===== config.mk =====
export PLATFORM = sky130hd
export DESIGN_NAME = alu_unit_flat
export DESIGN_NICKNAME = d
export VERILOG_FILES = /design/src/rtl/alu_unit_if.sv /design/src/rtl/alu_unit.sv /design/src/flat_wrapper.sv
export SDC_FILE = /design/constraint.sdc
export NUM_CORES = 1
export LEC_CHECK = 0
export ABC_AREA = 1
export CORE_MARGIN = 5
export CORE_UTILIZATION = 55
export CTS_CLUSTER_SIZE = 25
export DETAILED_ROUTE_END_ITERATION = 8
export GPL_TIMING_DRIVEN = 1
export PLACE_DENSITY = 0.86
export SYNTH_ARGS = -nofsm -noshare
export SYNTH_HDL_FRONTEND = slang
export SYNTH_SLANG_ARGS = --single-unit
export TNS_END_PERCENT = 1

===== constraint.sdc =====
create_clock -name clk -period 0.9 [get_ports clk]
set_input_delay 0.09 -clock clk [delete_from_list [all_inputs] [get_ports clk]]
set_output_delay 0.09 -clock clk [all_outputs]
set_load 0.03 [all_outputs]

===== src/rtl/alu_unit_if.sv =====
// alu_unit_if: bundles the op-issue bus from the reservation station and the
// CDB/fetch-redirect results coming back from the ALU.
//   master : RS side   -- drives execute/op_type/val1/val2/entry/nowPC,
//                         receives aluReady/entry_out/val_out/alu2if_pc/alu2if_con
//   slave  : ALU side  -- the mirror image
// The op code is named op_type because "type" is a reserved word in SystemVerilog.
interface alu_unit_if #(
  parameter int VAL_WIDTH    = 32,
  parameter int OP_WIDTH     = 7,
  parameter int ROB_ID_WIDTH = 4,
  parameter int ADDR_WIDTH   = 32
);
  logic                    execute;
  logic [OP_WIDTH-1:0]     op_type;
  logic [VAL_WIDTH-1:0]    val1;
  logic [VAL_WIDTH-1:0]    val2;
  logic [ROB_ID_WIDTH:0]   entry;
  logic [ADDR_WIDTH-1:0]   nowPC;
  logic                    aluReady;
  logic [ROB_ID_WIDTH:0]   entry_out;
  logic [VAL_WIDTH-1:0]    val_out;
  logic [ADDR_WIDTH-1:0]   alu2if_pc;
  logic                    alu2if_con;

  modport master (
    output execute, op_type, val1, val2, entry, nowPC,
    input  aluReady, entry_out, val_out, alu2if_pc, alu2if_con
  );

  modport slave (
    input  execute, op_type, val1, val2, entry, nowPC,
    output aluReady, entry_out, val_out, alu2if_pc, alu2if_con
  );
endinterface


===== src/rtl/alu_unit.sv =====
// alu_unit: single-cycle RV32I integer execute unit.
// Computes the result of one op combinationally and registers it onto the CDB
// slot one clock later; JALR additionally produces a redirect target and a
// one-cycle resume pulse for instruction fetch.
// Ports:
//   clk     rising-edge clock
//   rst_in  asynchronous active-low reset; clears every output immediately
//   rdy_in  global enable; when low all state is frozen
//   flush   mispredict flush, acts only when rdy_in is high
//   bus     alu_unit_if.slave: op issue in, CDB result / fetch redirect out
module alu_unit #(
  parameter int VAL_WIDTH    = 32,
  parameter int OP_WIDTH     = 7,
  parameter int ROB_ID_WIDTH = 4,
  parameter int ADDR_WIDTH   = 32
) (
  input  logic       clk,
  input  logic       rst_in,
  input  logic       rdy_in,
  input  logic       flush,
  alu_unit_if.slave  bus
);

  localparam int SHAMT_W = $clog2(VAL_WIDTH);

  // Op classes (op_type[6:4])
  localparam logic [2:0] CLS_R     = 3'd0;
  localparam logic [2:0] CLS_I     = 3'd1;
  localparam logic [2:0] CLS_BR    = 3'd2;
  localparam logic [2:0] CLS_LUI   = 3'd3;
  localparam logic [2:0] CLS_AUIPC = 3'd4;
  localparam logic [2:0] CLS_JAL   = 3'd5;
  localparam logic [2:0] CLS_JALR  = 3'd6;

  logic [2:0]             op_class;
  logic [3:0]             sub_op;
  logic [SHAMT_W-1:0]     shamt;
  logic [VAL_WIDTH-1:0]   sum;
  logic [VAL_WIDTH-1:0]   diff;
  logic [VAL_WIDTH-1:0]   sra_val;
  logic [VAL_WIDTH-1:0]   jalr_target;
  logic                   lt_s;
  logic                   lt_u;
  logic                   taken;
  logic [VAL_WIDTH-1:0]   arith_val;
  logic [VAL_WIDTH-1:0]   result;

  logic                   ready_reg;
  logic [ROB_ID_WIDTH:0]  entry_reg;
  logic [VAL_WIDTH-1:0]   val_reg;
  logic [ADDR_WIDTH-1:0]  pc_reg;
  logic                   con_reg;

  // nowPC is carried on the bus for future use but takes no part in compute.
  logic unused_now_pc;
  assign unused_now_pc = ^bus.nowPC;

  assign op_class    = bus.op_type[6:4];
  assign sub_op      = bus.op_type[3:0];
  assign shamt       = bus.val2[SHAMT_W-1:0];
  assign sum         = bus.val1 + bus.val2;
  assign diff        = bus.val1 - bus.val2;
  assign sra_val     = VAL_WIDTH'($signed(bus.val1) >>> shamt);
  assign lt_s        = $signed(bus.val1) < $signed(bus.val2);
  assign lt_u        = bus.val1 < bus.val2;
  assign jalr_target = sum & ~VAL_WIDTH'(1);

  // R-type and I-arith share the sub-op decode; SUB only exists for R-type,
  // so an I-arith sub-op 1 falls through to the unknown case (result 0).
  always_comb begin
    arith_val = '0;
    case (sub_op)
      4'd0: arith_val = sum;
      4'd1: arith_val = (op_class == CLS_R) ? diff : '0;
      4'd2: arith_val = bus.val1 << shamt;
      4'd3: arith_val = {{(VAL_WIDTH-1){1'b0}}, lt_s};
      4'd4: arith_val = {{(VAL_WIDTH-1){1'b0}}, lt_u};
      4'd5: arith_val = bus.val1 ^ bus.val2;
      4'd6: arith_val = bus.val1 >> shamt;
      4'd7: arith_val = sra_val;
      4'd8: arith_val = bus.val1 | bus.val2;
      4'd9: arith_val = bus.val1 & bus.val2;
      default: arith_val = '0;
    endcase
  end

  always_comb begin
    taken = 1'b0;
    case (sub_op)
      4'd0: taken = (bus.val1 == bus.val2);
      4'd1: taken = (bus.val1 != bus.val2);
      4'd2: taken = lt_s;
      4'd3: taken = !lt_s;
      4'd4: taken = lt_u;
      4'd5: taken = !lt_u;
      default: taken = 1'b0;
    endcase
  end

  always_comb begin
    result = '0;
    case (op_class)
      CLS_R, CLS_I:       result = arith_val;
      CLS_BR:             result = {{(VAL_WIDTH-1){1'b0}}, taken};
      CLS_LUI:            result = bus.val1;
      CLS_AUIPC, CLS_JAL: result = sum;
      CLS_JALR:           result = jalr_target;
      default:            result = '0;
    endcase
  end

  // Flush clears the CDB slot and drops any op issued in the same cycle;
  // alu2if_pc is left alone since alu2if_con already qualifies it.
  always_ff @(posedge clk or negedge rst_in) begin
    if (!rst_in) begin
      ready_reg <= 1'b0;
      entry_reg <= '0;
      val_reg   <= '0;
      pc_reg    <= '0;
      con_reg   <= 1'b0;
    end else if (rdy_in) begin
      if (flush) begin
        ready_reg <= 1'b0;
        entry_reg <= '0;
        val_reg   <= '0;
        con_reg   <= 1'b0;
      end else if (bus.execute) begin
        ready_reg <= 1'b1;
        entry_reg <= bus.entry;
        val_reg   <= result;
        if (op_class == CLS_JALR) begin
          pc_reg  <= jalr_target[ADDR_WIDTH-1:0];
          con_reg <= 1'b1;
        end else begin
          con_reg <= 1'b0;
        end
      end else begin
        ready_reg <= 1'b0;
        con_reg   <= 1'b0;
      end
    end
  end

  assign bus.aluReady   = ready_reg;
  assign bus.entry_out  = entry_reg;
  assign bus.val_out    = val_reg;
  assign bus.alu2if_pc  = pc_reg;
  assign bus.alu2if_con = con_reg;

endmodule


===== src/flat_wrapper.sv =====
// flat-port wrapper written by rule: the top's interface ports become plain ports
module alu_unit_flat 
#(
  parameter int VAL_WIDTH    = 32,
  parameter int OP_WIDTH     = 7,
  parameter int ROB_ID_WIDTH = 4,
  parameter int ADDR_WIDTH   = 32
)
  (clk, rst_in, rdy_in, flush, bus_execute, bus_op_type, bus_val1, bus_val2, bus_entry, bus_nowPC, bus_aluReady, bus_entry_out, bus_val_out, bus_alu2if_pc, bus_alu2if_con);
  alu_unit_if #(.VAL_WIDTH(VAL_WIDTH), .OP_WIDTH(OP_WIDTH), .ROB_ID_WIDTH(ROB_ID_WIDTH), .ADDR_WIDTH(ADDR_WIDTH)) bus_i ();
  input  logic clk;
  input  logic rst_in;
  input  logic rdy_in;
  input  logic flush;
  input wire logic [$bits(bus_i.execute)-1:0] bus_execute;
  input wire logic [$bits(bus_i.op_type)-1:0] bus_op_type;
  input wire logic [$bits(bus_i.val1)-1:0] bus_val1;
  input wire logic [$bits(bus_i.val2)-1:0] bus_val2;
  input wire logic [$bits(bus_i.entry)-1:0] bus_entry;
  input wire logic [$bits(bus_i.nowPC)-1:0] bus_nowPC;
  output wire logic [$bits(bus_i.aluReady)-1:0] bus_aluReady;
  output wire logic [$bits(bus_i.entry_out)-1:0] bus_entry_out;
  output wire logic [$bits(bus_i.val_out)-1:0] bus_val_out;
  output wire logic [$bits(bus_i.alu2if_pc)-1:0] bus_alu2if_pc;
  output wire logic [$bits(bus_i.alu2if_con)-1:0] bus_alu2if_con;
  assign bus_i.execute = bus_execute;
  assign bus_i.op_type = bus_op_type;
  assign bus_i.val1 = bus_val1;
  assign bus_i.val2 = bus_val2;
  assign bus_i.entry = bus_entry;
  assign bus_i.nowPC = bus_nowPC;
  assign bus_aluReady = bus_i.aluReady;
  assign bus_entry_out = bus_i.entry_out;
  assign bus_val_out = bus_i.val_out;
  assign bus_alu2if_pc = bus_i.alu2if_pc;
  assign bus_alu2if_con = bus_i.alu2if_con;
  alu_unit #(.VAL_WIDTH(VAL_WIDTH), .OP_WIDTH(OP_WIDTH), .ROB_ID_WIDTH(ROB_ID_WIDTH), .ADDR_WIDTH(ADDR_WIDTH)) u_core (.clk(clk), .rst_in(rst_in), .rdy_in(rdy_in), .flush(flush), .bus(bus_i));
endmodule

==> flow_summary.yaml, run 1 <==
synth:
  synthArstFlopShare: 1.000
  synth_seq_cells: 70
  yosys_warnings: 0
  ys_seq_area_frac: 0.1328
  netlist_instances: 2448
  synth_cell_types: 56
  synth-edff-count: 0
  netlist_area_sq_um: 13190
  synth_flop_cell: "dfrtp_1"
  avgSynthCellArea_sq_um: 5.388
  syn_nets: 2660
clock_tree:
  cts_buffers: 9
  cts.sinks: 70
  clk_path_buf_depth: 2
  ctsRootBufferMaster: "clkbuf_16"
  htree_levels: 3
grt:
  grt_pass1_vias: 29200
  grt_pass1_wl_microns: 237300
  grt_remaining_overflow: 7590
  track_usage: 1.244
  grt_max_degree: 56
placed_design:
  port_buffers: 150
  place_inst: 3339
  dp_hpwl_microns: 60000
  place_congestion: 1.306
floorplanning:
  die_h_microns: 164.9
  io_pins: 184
  num_rows: 56
  start_util: 0.5602
  die_x_microns: 164.9
run_status:
  error_line: "[ERROR GRT-0116] Global routing finished with congestion. Check the congestion regions in the DRC Viewer."
  status: "did not finish"
  lastStage: "global routing (5_1_grt)"
==> cells in the mapped netlist (3+ instances only) <==
master | count | area (sq um)
inv_1 | 300 | 1126
nand2_2 | 14 | 87.58
nand3_1 | 393 | 1967
a22o_1 | 5 | 43.79
buf_4 | 12 | 90.09
nand4_1 | 22 | 137.6
buf_2 | 52 | 260.3
a221oi_1 | 6 | 52.55
o21bai_1 | 16 | 120.1
o21ai_0 | 94 | 470.5
nor2_1 | 160 | 600.6
a21oi_2 | 3 | 26.28
nand3b_1 | 5 | 37.54
nor4_1 | 6 | 37.54
nand2_1 | 889 | 3337
or2_1 | 4 | 25.02
inv_2 | 13 | 48.80
a21oi_1 | 106 | 530.5
xor2_1 | 14 | 122.6
o22ai_1 | 27 | 168.9
clkbuf_1 | 24 | 90.09
nor2_4 | 5 | 56.30
o211ai_1 | 9 | 67.56
buf_6 | 7 | 78.83
nor2_2 | 7 | 43.79
buf_1 | 10 | 37.54
o21ai_1 | 13 | 65.06
and2_1 | 10 | 62.56
dfrtp_1 | 70 | 1752
o21a_1 | 5 | 37.54
ha_1 | 97 | 1214
nor3_1 | 17 | 85.08
==> routing by layer <==
metal | global-route usage | overflow
met5 | 1.163 | 154
met4 | 0.7440 | 449
met3 | 1.148 | 990
met2 | 1.324 | 2499
met1 | 1.447 | 3498
==> through the flow <==
step | worst slack, ns | cell area (sq um) | setup TNS [ns] | util | hold slack, ns
floorplan | -1.105 | 13310 | -55.28 | - | -0.2056
CTS | -0.8801 | 22340 | -53.86 | 0.9488 | 0.1923
detailed placement | -2.132 | 18600 | -115.03 | 0.7899 | 0.01405
global placement | -2.016 | 18600 | -109.57 | 0.7899 | -0.005793
==> what timing repair did <==
action,CTS
endpoints found under the setup margin,140
endpoints found under the hold margin,37
pin swaps,246
setup buffers,83
resized for setup,1112
hold buffers,1
==> kinds of logic after synthesis <==
logic type	share of synthesized area
xor+xnor	0.009961
fa+ha+maj	0.09506
compound gates	0.1322
buf+inv	0.1323
other cells	0.0002843
flops	0.1328
mux	0.001518
simple gates	0.4958
==> run 2: changes to the inputs <==
--- a/config.mk
+++ b/config.mk
@@ -7,11 +7,10 @@
 export LEC_CHECK = 0
 export ABC_AREA = 1
 export CORE_MARGIN = 5
-export CORE_UTILIZATION = 55
-export CTS_CLUSTER_SIZE = 25
+export CORE_UTILIZATION = 40
 export DETAILED_ROUTE_END_ITERATION = 8
 export GPL_TIMING_DRIVEN = 1
-export PLACE_DENSITY = 0.86
+export PLACE_DENSITY_LB_ADDON = 0.15
 export SYNTH_ARGS = -nofsm -noshare
 export SYNTH_HDL_FRONTEND = slang
 export SYNTH_SLANG_ARGS = --single-unit
==> flow_summary.yaml, run 2 <==
synth:
  synth.most_common_cell: "nand2_1"
  synth_flop_cell: "dfrtp_1"
  netlist_instances: 2448
  yosys_warnings: 0
  synth_seq_cells: 70
  avgSynthCellArea_sq_um: 5.388
  yosysTopAreaCellShare: 0.2530
  synth_cell_types: 56
  synth_commonest_cells: "nand2_1, nand3_1, inv_1"
  ys_seq_area_frac: 0.1328
  netlist_area_sq_um: 13190
  yosys-top-cells-area: "nand2_1, nand3_1, dfrtp_1, ha_1, inv_1"
  syn_nets: 2660
  synth-edff-count: 0
  synth_area_leader_cell: "nand2_1"
  synthArstFlopShare: 1.000
routing:
  routedWlPerCell_microns: 23.98
  vias: 21140
  viasPerCell: 5.853
  drt_wl_total_microns: 86620
  first_pass_iters: 6
  first_iter_violations: 2728
  drcViolationCount: 0
  route.antenna.remaining_nets: 0
placed_design:
  port_buffers: 150
  dp_hpwl_microns: 68320
  place_congestion: 1.140
worst_setup_path:
  startpoint_type: "primary input"
  crit_arrival_ns: 2.19
  crit_path_end: "u_core.bus.val_out[12]$_DFFE_PN0P_"
  cp.required_ns: 1.12
  crit_type: "in -> reg"
  crit-reg2reg-launch: "u_core.bus.entry_out[3]$_DFFE_PN0P_"
  endpoint_kind: "register"
  startpoint: "bus_val1[7]"
  r2r_cells: 1
  worstPathMaxFanout: 5
  rrSetupSlack_ns: 0.13
  timing.rr.end: "u_core.bus.entry_out[3]$_DFFE_PN0P_"
clock_tree:
  clk_pin_slew_ns: 0.06
  tritoncts: "yes"
  htree_levels: 3
  cts.sinks: 70
  cts_buffers: 9
  clk_path_buf_depth: 2
  insertion_delay_ns: 0.35
  ctsRootBufferMaster: "clkbuf_16"
run_status:
  violations: "setup timing"
  status: "finished, violations left"
sta:
  setup_tns_ns: -60.22
  period_minus_slack_ns: 1.971
  skew_ns: 0
  finalSetupViolCount: 140
  fmax_ghz: 0.5073
  relSlewSlack: 0.6289
  rsz0062_at_grt: "true"
  slew_violations: 0
  period_share: 2.190
  tightest_slew_ns: 0.5567
  hold_viol_final: 0
  layout_setup_ws_ns: -1.071
power:
  pwr_density_cell_nw_per_um2: 1043
  ir_drop_mv: 0.8816
  power_w: 0.02326
  p_leak_nw: 11.93
layout:
  regArea_sq_um: 1752
  syn_to_final_growth_pct: 69.09
  drive_gt1_frac: 0.4112
  largest_register_ffs: 32
  final_common_cell: "nand2_1"
  layout.nets: 3377
  fillers: 2950
  multi_input_area_sq_um: 11680
  layout_common_cells: "nand2_1, buf_4, nand3_1"
floorplanning:
  die_h_microns: 191.6
  num_rows: 66
  die_x_microns: 191.6
  start_util: 0.4054
  dieArea_sq_um: 36700
  io_pins: 184
  coreArea_sq_um: 32540
worst_hold_path:
  hp-class: "in -> async"
grt:
  grt_pass1_vias: 20660
  grt_max_degree: 49
  track_usage: 0.4513
  grt_remaining_overflow: 0
  grt_pass1_wl_microns: 124400
  antenna_found_initial: 2
job:
  cap_violations: 0
run 2: critical path, cell delays in order:
cell,delay (ns)
buf_4,0.12
inv_4,0.07
ha_4,0.21
buf_6,0.14
nor2_4,0.13
inv_2,0.06
buf_4,0.13
buf_4,0.12
nor3_2,0.22
nand2_1,0.09
nand3_2,0.14
a21oi_1,0.08
o21ai_1,0.08
nand2_1,0.07
inv_1,0.06
nand2_1,0.05
nand2_1,0.06
nand2_1,0.10
nand2_1,0.09
nand2_1,0.08
run 2: routing by layer:
layer	global-route usage	wire (microns)	vias up	share of wire
met5	0	0	-	0
li1	-	-	9307	-
met1	0.5304	30700	9762	0.35
met2	0.7083	37150	1588	0.43
met3	0.1052	9755	485	0.11
met4	0.3519	9014	0	0.10
run 2: how the worst min path moves through the flow:
stage                 from                                end  slack (ns)
finish              rst_in    u_core.bus.aluReady$_DFFE_PN0P_        0.17
floorplan           rst_in  u_core.bus.alu2if_con$_DFFE_PN0P_       -0.21
global route        rst_in    u_core.bus.aluReady$_DFFE_PN0P_        0.18
detailed placement  rst_in    u_core.bus.aluReady$_DFFE_PN0P_       -0.02
CTS                 rst_in    u_core.bus.aluReady$_DFFE_PN0P_        0.17
global placement    rst_in    u_core.bus.aluReady$_DFFE_PN0P_       -0.01
run 2: what timing repair did:
| action | 4_1_cts | 5_1_grt |
|---|---|---|
| hold buffers | 1 | 0 |
| gates resized for setup | 796 | 150 |
| setup buffers | 55 | 3 |
| pin swaps | 149 | 32 |
| hold endpoints to repair | 70 | 0 |
| endpoints found under the setup margin | 140 | 140 |
| gates cloned | 1 | 0 |
run 2: cell type report:
| type | instances | share of cell area |
|---|---|---|
| inverters | 316 | 0.05566 |
| well taps | 442 | 0.02480 |
| clock buffers | 9 | 0.01010 |
| multi-input cells | 1957 | 0.5236 |
| diodes | 1 | 0.0001122 |
| repair buffers | 811 | 0.3043 |
| flip-flops and latches | 70 | 0.07855 |
| clock inverters | 6 | 0.002861 |
run 2: power breakdown:
part	total, W	internal, W	switching, W
Clock	0.00366	0.00213	0.00154
Combinational	0.0156	0.00649	0.00909
Sequential	0.00403	0.00362	0.000406
run 2: cells by family after synthesis:
family	count (synthesis)	share of synthesized area
other	1	0.0002843
AO/OA/AOI/OAI	302	0.1322
buffers and inverters	421	0.1323
multiplexers	2	0.001518
adder cells (fa/ha/maj)	99	0.09506
AND/OR/NAND/NOR	1538	0.4958
XOR/XNOR	15	0.009961
flip-flops	70	0.1328
run 2: through the flow:
stage	worst slack (ns)	utilization	hold slack [ns]	cell area (sq um)	std cells
floorplan	-1.105	-	-0.2056	13310	2448
global placement	-2.238	0.5923	-0.01404	19270	3538
detailed placement	-2.241	0.5923	-0.01555	19270	3538
CTS	-0.9067	0.6702	0.1660	21800	3608
global route	-1.153	0.6854	0.1831	22300	3612
finish	-1.071	0.6854	0.1719	22300	3612
Note: power is estimated with default switching activity, not from simulation.
==> run 3: changes to the inputs <==
--- a/config.mk
+++ b/config.mk
@@ -6,6 +6,7 @@
 export NUM_CORES = 1
 export LEC_CHECK = 0
 export ABC_AREA = 1
+export CAP_MARGIN = 20
 export CORE_MARGIN = 5
 export CORE_UTILIZATION = 40
 export DETAILED_ROUTE_END_ITERATION = 8
==> results of run 3 <==
Same layout as run 2: the final DEF is identical, and so are final timing and power.
